===== config.mk =====
export PLATFORM = sky130hd
export DESIGN_NAME = dmem_arbiter
export DESIGN_NICKNAME = d
export VERILOG_FILES = /design/src/rtl/dmem_pkg.sv /design/src/rtl/dmem_arb_grant.sv /design/src/rtl/dmem_arbiter.sv
export SDC_FILE = /design/constraint.sdc
export NUM_CORES = 1
export LEC_CHECK = 0
export BUFFER_PORTS_ARGS = -buffer_cell sky130_fd_sc_hd__buf_2
export CORE_ASPECT_RATIO = 0.9
export CORE_MARGIN = 4
export CORE_UTILIZATION = 40
export DETAILED_ROUTE_END_ITERATION = 16
export HOLD_SLACK_MARGIN = 0.05
export PLACE_DENSITY = 0.79
export SLEW_MARGIN = 40
export SYNTH_ARGS = -nofsm -noshare
export SYNTH_HDL_FRONTEND = slang
export SYNTH_SLANG_ARGS = --single-unit

===== constraint.sdc =====
create_clock -name clk -period 3.4 [get_ports clk]
set_clock_uncertainty 0.15 [all_clocks]
set_input_delay 0 -clock clk [delete_from_list [all_inputs] [get_ports clk]]
set_output_delay 0 -clock clk [all_outputs]
set_load 0.005 [all_outputs]

===== src/rtl/dmem_pkg.sv =====
// Shared definitions for the data-memory arbiter: funct3 encodings, error codes,
// FSM state encoding and the access legality check.
`timescale 1ns/1ps
package dmem_pkg;

  localparam logic [2:0] LB  = 3'b000;
  localparam logic [2:0] LH  = 3'b001;
  localparam logic [2:0] LW  = 3'b010;
  localparam logic [2:0] LBU = 3'b100;
  localparam logic [2:0] LHU = 3'b101;
  localparam logic [2:0] SB  = 3'b000;
  localparam logic [2:0] SH  = 3'b001;
  localparam logic [2:0] SW  = 3'b010;

  localparam logic [3:0] ERR_LD_MISALIGN = 4'd0;
  localparam logic [3:0] ERR_ST_MISALIGN = 4'd1;
  localparam logic [3:0] ERR_ILLEGAL     = 4'd2;

  typedef enum logic [1:0] {
    IDLE   = 2'd0,
    ACCESS = 2'd1,
    RESP   = 2'd2
  } state_e;

  typedef struct packed {
    logic       err;
    logic [3:0] code;
  } chk_t;

  // Misalignment is reported ahead of funct3 legality when both apply.
  function automatic chk_t access_check(input logic rw, input logic [2:0] funct3,
                                        input logic [31:0] addr);
    chk_t r;
    r.err  = 1'b0;
    r.code = ERR_LD_MISALIGN;
    if ((funct3 == LW) && (addr[1:0] != 2'b00)) begin
      r.err  = 1'b1;
      r.code = rw ? ERR_ST_MISALIGN : ERR_LD_MISALIGN;
    end else if (((funct3 == LH) || (funct3 == LHU)) && addr[0]) begin
      r.err  = 1'b1;
      r.code = rw ? ERR_ST_MISALIGN : ERR_LD_MISALIGN;
    end else if (rw && !((funct3 == SB) || (funct3 == SH) || (funct3 == SW))) begin
      r.err  = 1'b1;
      r.code = ERR_ILLEGAL;
    end else if (!rw && ((funct3 == 3'b011) || (funct3 == 3'b110) || (funct3 == 3'b111))) begin
      r.err  = 1'b1;
      r.code = ERR_ILLEGAL;
    end else begin
      r.err  = 1'b0;
      r.code = ERR_LD_MISALIGN;
    end
    return r;
  endfunction

endpackage


===== src/rtl/dmem_arb_grant.sv =====
// Grant selection for the two requesters: fixed priority with a starvation
// counter, or round-robin when DMEM_ARB_ROUND_ROBIN_EN is defined.
`timescale 1ns/1ps
module dmem_arb_grant
  import dmem_pkg::*;
#(
  parameter int STARVE_LIMIT = 4,
  parameter int CNT_W        = 3
) (
  input  logic clk,
  input  logic rst,
  input  logic accept_en,
  input  logic req0_valid,
  input  logic req1_valid,
  output logic gnt0,
  output logic gnt1
);

`ifdef DMEM_ARB_ROUND_ROBIN_EN
  logic last_q;
  logic last_d;

  // Round-robin choice; the pointer remembers the port granted last.
  always_comb begin
    gnt0   = 1'b0;
    gnt1   = 1'b0;
    last_d = last_q;
    if (accept_en) begin
      if (req0_valid && req1_valid) begin
        if (last_q) begin
          gnt0 = 1'b1;
        end else begin
          gnt1 = 1'b1;
        end
      end else if (req0_valid) begin
        gnt0 = 1'b1;
      end else if (req1_valid) begin
        gnt1 = 1'b1;
      end else begin
        gnt0 = 1'b0;
      end
      if (gnt0) begin
        last_d = 1'b0;
      end else if (gnt1) begin
        last_d = 1'b1;
      end else begin
        last_d = last_q;
      end
    end else begin
      last_d = last_q;
    end
  end

  always_ff @(posedge clk) begin
    if (rst) begin
      last_q <= 1'b0;
    end else begin
      last_q <= last_d;
    end
  end
`else
  logic [CNT_W-1:0] cnt_q;
  logic [CNT_W-1:0] cnt_d;
  logic             force1_s;

  // Port 0 wins unless port 1 has watched STARVE_LIMIT port-0 grants go by.
  always_comb begin
    force1_s = (cnt_q >= CNT_W'(STARVE_LIMIT));
    gnt1     = accept_en & req1_valid & (~req0_valid | force1_s);
    gnt0     = accept_en & req0_valid & ~gnt1;
    if (!req1_valid) begin
      cnt_d = {CNT_W{1'b0}};
    end else if (gnt1) begin
      cnt_d = {CNT_W{1'b0}};
    end else if (gnt0) begin
      cnt_d = cnt_q + {{(CNT_W-1){1'b0}}, 1'b1};
    end else begin
      cnt_d = cnt_q;
    end
  end

  always_ff @(posedge clk) begin
    if (rst) begin
      cnt_q <= {CNT_W{1'b0}};
    end else begin
      cnt_q <= cnt_d;
    end
  end
`endif

endmodule


===== src/rtl/dmem_arbiter.sv =====
// Two-port request sequencer in front of the single-port data memory.
// Arbitration mode is selected by DMEM_ARB_ROUND_ROBIN_EN (see dmem_arb_grant).
`timescale 1ns/1ps
module dmem_arbiter
  import dmem_pkg::*;
#(
  parameter int STARVE_LIMIT = 4,
  parameter int CNT_W        = 3
) (
  input  logic        clk,
  input  logic        rst,
  input  logic        req0_valid,
  output logic        req0_ready,
  input  logic        req0_rw,
  input  logic [2:0]  req0_funct3,
  input  logic [31:0] req0_addr,
  input  logic [31:0] req0_wdata,
  input  logic        req1_valid,
  output logic        req1_ready,
  input  logic        req1_rw,
  input  logic [2:0]  req1_funct3,
  input  logic [31:0] req1_addr,
  input  logic [31:0] req1_wdata,
  output logic        rsp0_valid,
  output logic [31:0] rsp0_rdata,
  output logic        rsp0_err,
  output logic [3:0]  rsp0_err_code,
  output logic        rsp1_valid,
  output logic [31:0] rsp1_rdata,
  output logic        rsp1_err,
  output logic [3:0]  rsp1_err_code,
  output logic        mem_rw,
  output logic [2:0]  mem_funct3,
  output logic [31:0] mem_address,
  output logic [31:0] mem_wdata,
  input  logic [31:0] mem_rdata
);

  state_e      state_q, state_d;
  logic        lat_rw_q, lat_rw_d;
  logic [2:0]  lat_f3_q, lat_f3_d;
  logic [31:0] lat_addr_q, lat_addr_d;
  logic [31:0] lat_wdata_q, lat_wdata_d;
  logic        lat_port_q, lat_port_d;
  logic        rsp0_valid_q, rsp0_valid_d, rsp1_valid_q, rsp1_valid_d;
  logic [31:0] rsp0_rdata_q, rsp0_rdata_d, rsp1_rdata_q, rsp1_rdata_d;
  logic        rsp0_err_q, rsp0_err_d, rsp1_err_q, rsp1_err_d;
  logic [3:0]  rsp0_code_q, rsp0_code_d, rsp1_code_q, rsp1_code_d;

  logic        gnt0_s, gnt1_s, accept_en_s;
  logic        inc_rw_s;
  logic [2:0]  inc_f3_s;
  logic [31:0] inc_addr_s, inc_wdata_s;
  chk_t        chk_s;
  logic        rsp_valid_s, rsp_port_s, rsp_err_s;
  logic [31:0] rsp_rdata_s;
  logic [3:0]  rsp_code_s;

  assign accept_en_s = (state_q == IDLE) & ~rst;

  dmem_arb_grant #(
    .STARVE_LIMIT(STARVE_LIMIT),
    .CNT_W       (CNT_W)
  ) u_grant (
    .clk       (clk),
    .rst       (rst),
    .accept_en (accept_en_s),
    .req0_valid(req0_valid),
    .req1_valid(req1_valid),
    .gnt0      (gnt0_s),
    .gnt1      (gnt1_s)
  );

  assign req0_ready = gnt0_s;
  assign req1_ready = gnt1_s;

  // Next-state, request latch and response computation.
  always_comb begin
    inc_rw_s    = gnt1_s ? req1_rw     : req0_rw;
    inc_f3_s    = gnt1_s ? req1_funct3 : req0_funct3;
    inc_addr_s  = gnt1_s ? req1_addr   : req0_addr;
    inc_wdata_s = gnt1_s ? req1_wdata  : req0_wdata;
    chk_s       = access_check(inc_rw_s, inc_f3_s, inc_addr_s);

    state_d     = state_q;
    lat_rw_d    = lat_rw_q;
    lat_f3_d    = lat_f3_q;
    lat_addr_d  = lat_addr_q;
    lat_wdata_d = lat_wdata_q;
    lat_port_d  = lat_port_q;
    rsp_valid_s = 1'b0;
    rsp_port_s  = lat_port_q;
    rsp_rdata_s = 32'd0;
    rsp_err_s   = 1'b0;
    rsp_code_s  = 4'd0;

    case (state_q)
      IDLE: begin
        if (gnt0_s || gnt1_s) begin
          lat_rw_d    = inc_rw_s;
          lat_f3_d    = inc_f3_s;
          lat_addr_d  = inc_addr_s;
          lat_wdata_d = inc_wdata_s;
          lat_port_d  = gnt1_s;
          if (chk_s.err) begin
            state_d     = RESP;
            rsp_valid_s = 1'b1;
            rsp_port_s  = gnt1_s;
            rsp_err_s   = 1'b1;
            rsp_code_s  = chk_s.code;
          end else begin
            state_d = ACCESS;
          end
        end else begin
          state_d = IDLE;
        end
      end
      ACCESS: begin
        state_d     = RESP;
        rsp_valid_s = 1'b1;
        rsp_port_s  = lat_port_q;
        rsp_rdata_s = lat_rw_q ? 32'd0 : mem_rdata;
      end
      RESP: begin
        state_d = IDLE;
      end
      default: begin
        state_d = IDLE;
      end
    endcase

    rsp0_valid_d = rsp_valid_s & ~rsp_port_s;
    rsp1_valid_d = rsp_valid_s &  rsp_port_s;
    rsp0_rdata_d = rsp0_valid_d ? rsp_rdata_s : 32'd0;
    rsp1_rdata_d = rsp1_valid_d ? rsp_rdata_s : 32'd0;
    rsp0_err_d   = rsp0_valid_d & rsp_err_s;
    rsp1_err_d   = rsp1_valid_d & rsp_err_s;
    rsp0_code_d  = rsp0_valid_d ? rsp_code_s : 4'd0;
    rsp1_code_d  = rsp1_valid_d ? rsp_code_s : 4'd0;
  end

  // FSM, request latch and registered responses.
  always_ff @(posedge clk) begin
    if (rst) begin
      state_q      <= IDLE;
      lat_rw_q     <= 1'b0;
      lat_f3_q     <= 3'd0;
      lat_addr_q   <= 32'd0;
      lat_wdata_q  <= 32'd0;
      lat_port_q   <= 1'b0;
      rsp0_valid_q <= 1'b0;
      rsp0_rdata_q <= 32'd0;
      rsp0_err_q   <= 1'b0;
      rsp0_code_q  <= 4'd0;
      rsp1_valid_q <= 1'b0;
      rsp1_rdata_q <= 32'd0;
      rsp1_err_q   <= 1'b0;
      rsp1_code_q  <= 4'd0;
    end else begin
      state_q      <= state_d;
      lat_rw_q     <= lat_rw_d;
      lat_f3_q     <= lat_f3_d;
      lat_addr_q   <= lat_addr_d;
      lat_wdata_q  <= lat_wdata_d;
      lat_port_q   <= lat_port_d;
      rsp0_valid_q <= rsp0_valid_d;
      rsp0_rdata_q <= rsp0_rdata_d;
      rsp0_err_q   <= rsp0_err_d;
      rsp0_code_q  <= rsp0_code_d;
      rsp1_valid_q <= rsp1_valid_d;
      rsp1_rdata_q <= rsp1_rdata_d;
      rsp1_err_q   <= rsp1_err_d;
      rsp1_code_q  <= rsp1_code_d;
    end
  end

  // Gating with rst keeps a write from landing at the reset edge mid-access.
  assign mem_rw      = (state_q == ACCESS) & lat_rw_q & ~rst;
  assign mem_funct3  = lat_f3_q;
  assign mem_address = lat_addr_q;
  assign mem_wdata   = lat_wdata_q;

  assign rsp0_valid    = rsp0_valid_q;
  assign rsp0_rdata    = rsp0_rdata_q;
  assign rsp0_err      = rsp0_err_q;
  assign rsp0_err_code = rsp0_code_q;
  assign rsp1_valid    = rsp1_valid_q;
  assign rsp1_rdata    = rsp1_rdata_q;
  assign rsp1_err      = rsp1_err_q;
  assign rsp1_err_code = rsp1_code_q;

endmodule


Word level (Yosys, flattened, before mapping)
Cells that the tools add are included.
- bits of input ports: 172
- bits in registers: 150
- bits in read-only memories: 0
- output and inout bits: 146
- bits in writable memories: 0
- memories: 0
- latch bits: 0
- shifts and indexed selects: 0
- $add $sub $neg: 1
- $mul: 0
- div/mod/pow operators: 0
- $lt $le $gt $ge: 1
- eq/ne operators: 7
- reductions and logical operators: 19
- muxes and demuxes: 24
- bitwise logic cells: 19
- operators by type and width (operator ; count):
    32-bit two-way mux ; 4
    5-bit two-way mux ; 4
    4-bit two-way mux ; 3
    1-bit AND ; 11
    3-bit equality test, second input constant ; 3
    1-bit two-way mux ; 8
    1-bit NOT ; 7
    3-bit by 2-bit equality test with 1-bit output, second input constant ; 2
    1-bit logical OR ; 6
    1-bit logical AND ; 4
    2-bit two-way mux ; 2
    2-bit case mux with 2 select lines ; 1
    2-bit OR reduction ; 2
    3-bit by 1-bit adder with 3-bit output, second input constant ; 1
    3-bit by 1-bit equality test with 1-bit output, second input constant ; 1
    3-bit greater-or-equal comparator, second input constant ; 1
    3-bit zero test ; 1
    3-bit two-way mux ; 1
    3-bit OR reduction ; 1
    2-bit by 1-bit equality test with 1-bit output, second input constant ; 1
    1-bit zero test ; 2
    2-bit zero test ; 1
    1-bit case mux with 2 select lines ; 1
    2-bit AND reduction ; 1
    other kinds (2) ; 2

Depth between registers and ports, before layout
Gate-level depths: netlist of the first run.
- depth after elaboration: 20
- gate-level depth with buffers: 7
- depth with buffers taken out: 5

Modules after synthesis
Synthesis of the first run repeated with hierarchy kept, for this count alone.
- cell total of the unflattened synthesis: 569
- area total of the unflattened synthesis: 5833.1 um^2
- by module, submodules not included (module ; area an instance (um^2) ; instances ; sequential area each (um^2) ; cells each):
    dmem_arbiter ; 5662.9 ; 1 ; 2862.7 ; 550
    dmem_arb_grant ; 170.2 ; 1 ; 60.1 ; 19

Worst setup path after synthesis of the first run
Ideal clock, no wire load.
- kind: reg2reg
- start: register state_q[1]
- end: register rsp1_rdata_q[7], in the netlist rsp1_rdata[7]
- data required time: 3180 ps
- cell stages (with the launch flop): 7
- period minus slack after synthesis: 1584 ps
- path slack: 1816 ps
- arrival: 1365 ps
- setup time: 70 ps
- cells stage by stage: dfxtp_1 > nor3_2 > nand3_1 > a211o_1 > buf_2 > buf_6 > a21oi_1
- longest elaborated chain between the ends: 19
- elaborated cells on any way between the ends: 45
- classes of those cells: 7 x eq/ne; 14 x mux; 8 x bitwise; 16 x reduce/logical
- RTL lines (what ; line ; text):
    from (decl) ; dmem_arbiter.sv:39 ; state_e state_q, state_d;
    from (signal assigned) ; dmem_arbiter.sv:160 ; state_q <= state_d;
    2-bit zero test ; dmem_arbiter.sv:59, dmem_arbiter.sv:97 ;
    1-bit AND ; dmem_arbiter.sv:59 ; assign accept_en_s = (state_q == IDLE) & ~rst;
    1-bit AND (2 in a row) ; dmem_arb_grant.sv:69 ; gnt1 = accept_en & req1_valid & (~req0_valid | force1_s);
    3-bit two-way mux ; dmem_arbiter.sv:80 ; inc_f3_s = gnt1_s ? req1_funct3 : req0_funct3;
    3-bit by 2-bit equality test with 1-bit output, or another cell as far along ; dmem_pkg.sv:45 ; end else if (!rw && ((funct3 == 3'b011) || (funct3 == 3'b110) || (funct3 == 3'b111))) begin
    1-bit logical OR, on equally long branches (2 in a row) ; dmem_pkg.sv:45, dmem_pkg.sv:42 ;
    1-bit logical AND / 1-bit zero test (equally long branches) ; dmem_pkg.sv:45, dmem_pkg.sv:42 ;
    5-bit two-way mux / 1-bit logical AND (equally long branches) ; dmem_pkg.sv:45, dmem_pkg.sv:42 ;
    5-bit two-way mux ; dmem_pkg.sv:42 ; end else if (rw && !((funct3 == SB) || (funct3 == SH) || (funct3 == SW))) begin
    5-bit two-way mux ; dmem_pkg.sv:39 ; end else if (((funct3 == LH) || (funct3 == LHU)) && addr[0]) begin
    5-bit two-way mux ; dmem_pkg.sv:36 ; if ((funct3 == LW) && (addr[1:0] != 2'b00)) begin
    1-bit two-way mux ; dmem_arbiter.sv:105 ; if (chk_s.err) begin
    1-bit two-way mux ; dmem_arbiter.sv:99 ; if (gnt0_s || gnt1_s) begin
    1-bit case mux with 2 select lines / 1-bit two-way mux (equally long branches) ; dmem_arbiter.sv:97 ; case (state_q)
    1-bit AND ; dmem_arbiter.sv:133 ; rsp1_valid_d = rsp_valid_s & rsp_port_s;
    1-bit NOT (no source line) ; - ;
    2-bit OR reduction (no source line) ; - ;
    to (signal assigned) ; dmem_arbiter.sv:171 ; rsp1_rdata_q <= rsp1_rdata_d;
    to (decl) ; dmem_arbiter.sv:46 ; logic [31:0] rsp0_rdata_q, rsp0_rdata_d, rsp1_rdata_q, rsp1_rdata_d;
Parallel ways exist; a longest one is shown, timed or not.
A chain may end at the register's enable or synchronous reset.

Worst setup path after layout of the first run
- start: register state_q[1]
- end: register lat_wdata_q[15], in the netlist mem_wdata[15]
- longest elaborated chain between the ends: 8
- elaborated cells on any way between the ends: 10
- classes of those cells: 1 x mux; 6 x bitwise; 3 x reduce/logical
- RTL lines (what ; line ; text):
    2-bit zero test (*) ; dmem_arbiter.sv:59, dmem_arbiter.sv:97 ;
    1-bit AND ; dmem_arbiter.sv:59 ;
    1-bit AND (2 in a row) ; dmem_arb_grant.sv:69 ;
    1-bit NOT ; dmem_arb_grant.sv:70 ; gnt0 = accept_en & req0_valid & ~gnt1;
    1-bit AND ; dmem_arb_grant.sv:70 ;
    1-bit logical OR ; dmem_arbiter.sv:99 ;
    2-bit AND reduction (no source line) ; - ;
    to (signal assigned) ; dmem_arbiter.sv:164 ; lat_wdata_q <= lat_wdata_d;
    to (decl) ; dmem_arbiter.sv:43 ; logic [31:0] lat_wdata_q, lat_wdata_d;
Mark *: on every way between the ends. The rest lies on a longest branch, timed or not.

==> impl_metrics.toml, run 1 <==
[status]
status = "finished clean"

[timing]
slew_violations = 0
tightest_slew_ps = 841
finalCritPeriodShare = 0.905
hold_viol = 0
finalCriticalPeriod_ps = 3080
rsz0062_at_grt = "false"
slew_headroom = 0.440
finalSetupViolCount = 0
fin_tns_setup_ps = 0
fmax_mhz = 325

[critical_path]
cp_cell_sequence = "nor3_2, nand3_2, clkinv_2, buf_4, nand2_1, a311oi_1, dlygate4sd3_1"
cp_max_fo = 63
crit_required_ps = 3610
start_kind = "flop"
cpPeakStageDelay_ps = 590
cp_slowest_cell = "dlygate4sd3_1"
cp.arrival_ps = 3290
worstSetupEndpointType = "flop"
worstSetupPathType = "flop to flop"

[global_routing]
grt_pass1_vias = 6839
antenna_found_initial = 0
grt-ovfl-total = 0
grt_max_degree = 77
grt_pass1_wl_um = 33700
grt_util_all_layers = 0.273

[layout]
multi_input_area_um2 = 2190
seq_area_um2 = 2920
nets = 1268
fin_area_um2 = 9340
drive_gt1_frac = 0.326
final_cell_mix = "313 x buf_2, 178 x dlygate4sd3_1, 174 x nand2_1"
syn_to_final_growth_pct = 72.4
fillers = 961
layout_commonest_cell = "buf_2"

[logic_synthesis]
ys_seq_area_frac = 0.539
yosys_register_bits = 146
synth-adder-area-share = 0.00231
synth_top_family_by_area = "simple AND/OR/NAND/NOR gates"
synth-simple-area-share = 0.227
synthMuxAreaShare = 0.00185
yosysTopAreaCell = "dfxtp_1"
syn_area_um2 = 5420
synth.distinct_cells = 34
synth.area.top_cells = "dfxtp_1 54%, nand2_1 12%, a311oi_1 11%, nor2_1 5.2%, a21oi_1 4.0%"
syn_inst = 634
yosys.area_share.xor_xnor = 0.00162
ys.warnings.count = 0
yosysTopAreaCellShare = 0.539
synth_compound_area_frac = 0.164
syn_avg_cell_area_um2 = 8.55

[placed_design]
dp_hpwl_um = 12000
place_congestion = 0.858
port_buffers = 313
post_dp_cell_area_um2 = 6980

[clock_tree]
cts.sinks = 146
cts_tree = "yes"
clk_pin_slew_worst_paths_ps = 60
insertion_delay_ps = 420
htreeDepth = 4
clockRootBuffer = "clkbuf_16"
cts_made_buffers = 17
clock_tree.buffer_depth = 2
cts_setup_buffers = 0

[worst_hold_path]
worstHoldPathType = "primary input to flop"

[detailed_routing]
drc = 0
vias = 6597
ant_nets = 0
drt_first_pass_iters = 5
via_per_inst = 5.17
wire_per_inst_um = 17.0
drt-initial-drc-count = 500
wirelength_um = 21700

[power_and_ir_drop]
leakagePower_nw = 4.49
p_int_w = 0.00335
seqPwrFrac = 0.413
clkPwrFrac = 0.404
power_frac_comb = 0.183
netSwitchingFraction = 0.261
ir_worst_vdd_uv = 318
switching_power_w = 0.00118
powerDensity_nw_per_um2 = 485

[flow_run]
drv_cap = 0

[die]
rows = 40
die_h_um = 118
die_area_um2 = 15500
ios = 318
die_x_um = 131
coreArea_um2 = 13300
start_util = 0.407
==> layer usage <==
layer | global-route usage | share of wire | up-vias
li1 | - | - | 3100
met5 | 0 | 0 | -
met2 | 0.470 | 0.51 | 345
met1 | 0.295 | 0.36 | 3056
met3 | 0.0669 | 0.071 | 96
met4 | 0.169 | 0.056 | 0
==> cells in the mapped netlist (all sizes together) <==
library cell,number
a311oi,68
clkbuf,14
nand2b,2
a21oi,43
o31ai,1
o21ai,2
buf,46
a32oi,1
dfxtp,146
mux2i,1
xnor2,1
inv,4
nor4,3
a21bo,1
nand2,174
nor2,75
nand3b,2
and3,3
nor3,35
nor4b,2
conb,1
ha,1
nand3,2
o211ai,1
and3b,1
nor2b,1
o21a,2
a211o,1
==> metrics by stage <==
| stage | std cells | util | total power, W | hold slack (ps) | worst slack, ps |
|---|---|---|---|---|---|
| 2_1_floorplan | 637 | - | 0.00221 | -9.61 | 1820 |
| 3_3_place_gp | 1066 | 0.524 | 0.00247 | 99.4 | 905 |
| 3_5_place_dp | 1066 | 0.524 | 0.00248 | 104 | 953 |
| 4_1_cts | 1275 | 0.701 | 0.00450 | 214 | 421 |
| 5_1_grt | 1275 | 0.701 | 0.00471 | 248 | 108 |
| 6_report | 1276 | 0.702 | 0.00453 | 234 | 322 |
==> power by group through the flow <==
stage,logic [W],clock network [W],registers [W]
floorplan,0.000305,0,0.00191
global placement,0.000572,0,0.00190
detailed placement,0.000576,0,0.00190
CTS,0.000794,0.00184,0.00187
global route,0.000904,0.00193,0.00188
finish,0.000828,0.00183,0.00187
==> final timing paths <==
check	from	end	slack, ps	depth (start not counted)
hold / removal	mem_rdata[31]	rsp1_rdata[31]	230	4
hold reg to reg	u_grant.cnt_q[1]	u_grant.cnt_q[1]	350	2
setup / recovery	state_q[1]	mem_wdata[15]	320	7
setup reg to reg	state_q[1]	mem_wdata[15]	320	7
==> worst max-delay path: cells and delay by family (launching register included) <==
family | cells | cell delay, ps
buffers and inverters | 3 | 1250
AND/OR/NAND/NOR | 3 | 880
flip-flops | 1 | 360
AO/OA/AOI/OAI | 1 | 330
==> state kept, by name, summed over array words and instances (netlist names) <==
register	cells
rsp0_err_code	2
u_grant.cnt_q	3
mem_address	32
rsp1_err	1
lat_port_q	1
mem_wdata	32
state_q	2
rsp0_rdata	32
lat_rw_q	1
rsp1_err_code	2
rsp1_valid	1
mem_funct3	3
rsp0_valid	1
rsp0_err	1
rsp1_rdata	32
==> cell type report <==
type	instances	area share
Inverter	4	0.00174
Timing Repair Buffer	499	0.366
Sequential cell	146	0.313
Antenna cell	1	0.000268
Clock inverter	12	0.0141
Tap cell	168	0.0225
Multi-Input combinational cell	427	0.235
Clock buffer	19	0.0474
==> cells by family after synthesis <==
family                     after synthesis
AOI/OAI and AO/OA                      120
xor gates and xnor gates                 1
adders and majority gates                1
buffers and inverters                   64
DFF                                    146
muxes                                    1
other                                    1
and+or+nand+nor                        300
==> what timing repair did <==
item / CTS / global route
endpoints found under the hold margin: 142 / 0
gates resized for setup: 0 / 0
hold buffers: 178 / 0
No activity file was read; power rests on OpenSTA's default activity.
==> inputs of run 2 (changes only) <==
CORE_ASPECT_RATIO = 0.5   (was 0.9)
CORE_MARGIN = 1.5   (was 4)
==> impl_metrics.toml, run 2 (synthesis gave the netlist of run 1 again) <==
[die]
coreArea_um2 = 13000
die_area_um2 = 14300
rows = 29
ios = 318
die_x_um = 168
start_util = 0.418
die_h_um = 85.3

[clock_tree]
cts.sinks = 146
cts_made_buffers = 17
htreeDepth = 4
clockRootBuffer = "clkbuf_16"
insertion_delay_ps = 400
cts_tree = "yes"
cts_setup_buffers = 0
clk_pin_slew_worst_paths_ps = 60
clock_tree.buffer_depth = 2
cts_resized = 0

[timing]
rsz0062_at_grt = "false"
hold_viol = 0
fin_tns_setup_ps = 0
slew_headroom = 0.438
tightest_slew_ps = 843
finalCritPeriodShare = 0.912
slew_violations = 0
finalCriticalPeriod_ps = 3100
fmax_mhz = 323
finalSetupViolCount = 0

[detailed_routing]
ant_nets = 0
wire_per_inst_um = 16.5
drt-initial-drc-count = 416
drc = 0
wirelength_um = 21200
via_per_inst = 5.24
drt_first_pass_iters = 5
vias = 6717

[power_and_ir_drop]
clkPwrFrac = 0.408
powerDensity_nw_per_um2 = 486
netSwitchingFraction = 0.267
seqPwrFrac = 0.410
ir_worst_vdd_uv = 271
switching_power_w = 0.00122
p_int_w = 0.00334
power_frac_comb = 0.182
leakagePower_nw = 4.53

[placed_design]
port_buffers = 313
dp_hpwl_um = 11300
place_congestion = 0.833

[global_routing]
antenna_found_initial = 1
grt-ovfl-total = 0
grt_pass1_vias = 6935
grt_pass1_wl_um = 33300
grt_util_all_layers = 0.291
grt_max_degree = 83

[critical_path]
worstSetupPathType = "flop to flop"
r2r_cells = 8
r2r-end = "rsp0_err_code[0]"
r2r-start = "state_q[1]"
ff2ff_setup_slack_ps = 300
start_kind = "flop"
crit_required_ps = 3590
worstSetupEndpointType = "flop"
cp_max_fo = 44
cp.arrival_ps = 3300

[layout]
syn_to_final_growth_pct = 73.3
final_util = 0.725
seq_area_um2 = 2920
final_cell_mix = "313 x buf_2, 181 x dlygate4sd3_1, 174 x nand2_1"
fillers = 905
multi_input_area_um2 = 2190
nets = 1271
drive_gt1_frac = 0.325
layout_commonest_cell = "buf_2"

[worst_hold_path]
worstHoldPathType = "primary input to flop"
min_from = "req0_addr[1]"
whs_path_depth = 5
min_to = "rsp0_err"

[flow_run]
drv_cap = 0

[status]
status = "finished clean"
run 2: cell types whose count changed in the layout (fill, tap and decap cells not counted):
cell,change
clkinv_2,+1
dlygate4sd3_1,+3
buf_4,-1
inv_6,+2
clkinvlp_4,-4
a211o_1,+1
clkbuf_8,-1
buf_12,+1
a211o_2,-1
inv_8,+1
clkinv_4,+2
run 2: cell type report:
type,count,share of cell area
antenna,1,0.000266
clock buffer,18,0.0457
clock inverter,14,0.0163
inverter,4,0.00173
multi-input combinational,427,0.233
sequential,146,0.311
tap,170,0.0227
timing repair buffer,502,0.369
run 2: how the worst max path moves through the flow:
stage / from / endpoint / slack (ps)
detailed placement: state_q[1] / mem_address[21] / 1110
floorplan: state_q[1] / rsp1_rdata[7] / 1820
global placement: state_q[1] / mem_address[25] / 1230
CTS: state_q[1] / rsp0_err_code[0] / 330
finish: state_q[1] / rsp0_err_code[0] / 300
global route: state_q[1] / rsp0_err_code[0] / 130
run 2: repair_timing:
item                       in CTS  in global routing
hold buffers                  181                  0
setup endpoints to repair       0                  0
hold endpoints to repair      143                  0
run 2: metrics by stage:
| step | area (µm²) | worst slack, ps | total power (W) | hold slack (ps) | instances |
|---|---|---|---|---|---|
| 3_3_place_gp | 6990 | 1230 | 0.00246 | 97.7 | 1068 |
| 6_report | 9390 | 299 | 0.00456 | 174 | 1282 |
| 5_1_grt | 9390 | 132 | 0.00473 | 245 | 1282 |
| 3_5_place_dp | 6990 | 1110 | 0.00247 | 101 | 1068 |
| 2_1_floorplan | 5430 | 1820 | 0.00221 | -9.61 | 637 |
| 4_1_cts | 9390 | 333 | 0.00454 | 124 | 1281 |
run 2: worst max-delay path: stages, from the launching register on:
cell and delay, ps:
dfxtp_1 350, nor3_2 330, nand3_2 180, clkinv_2 350, buf_12 280, nand3_1 100
dlygate4sd3_1 600, a21oi_1 120, dlygate4sd3_1 580
run 2: layer usage:
layer  wire (µm)  GRT usage
met2       10900      0.543
met4         924      0.159
met3        1270     0.0704
met5           0          0
met1        8130      0.308
run 2: power groups by stage:
stage / registers, W / logic [W] / clock network [W]
after floorplan: 0.00191 / 0.000305 / 0
after global placement: 0.00190 / 0.000557 / 0
after detailed placement: 0.00190 / 0.000572 / 0
after CTS: 0.00187 / 0.000791 / 0.00189
after global routing: 0.00188 / 0.000903 / 0.00195
final: 0.00187 / 0.000830 / 0.00186
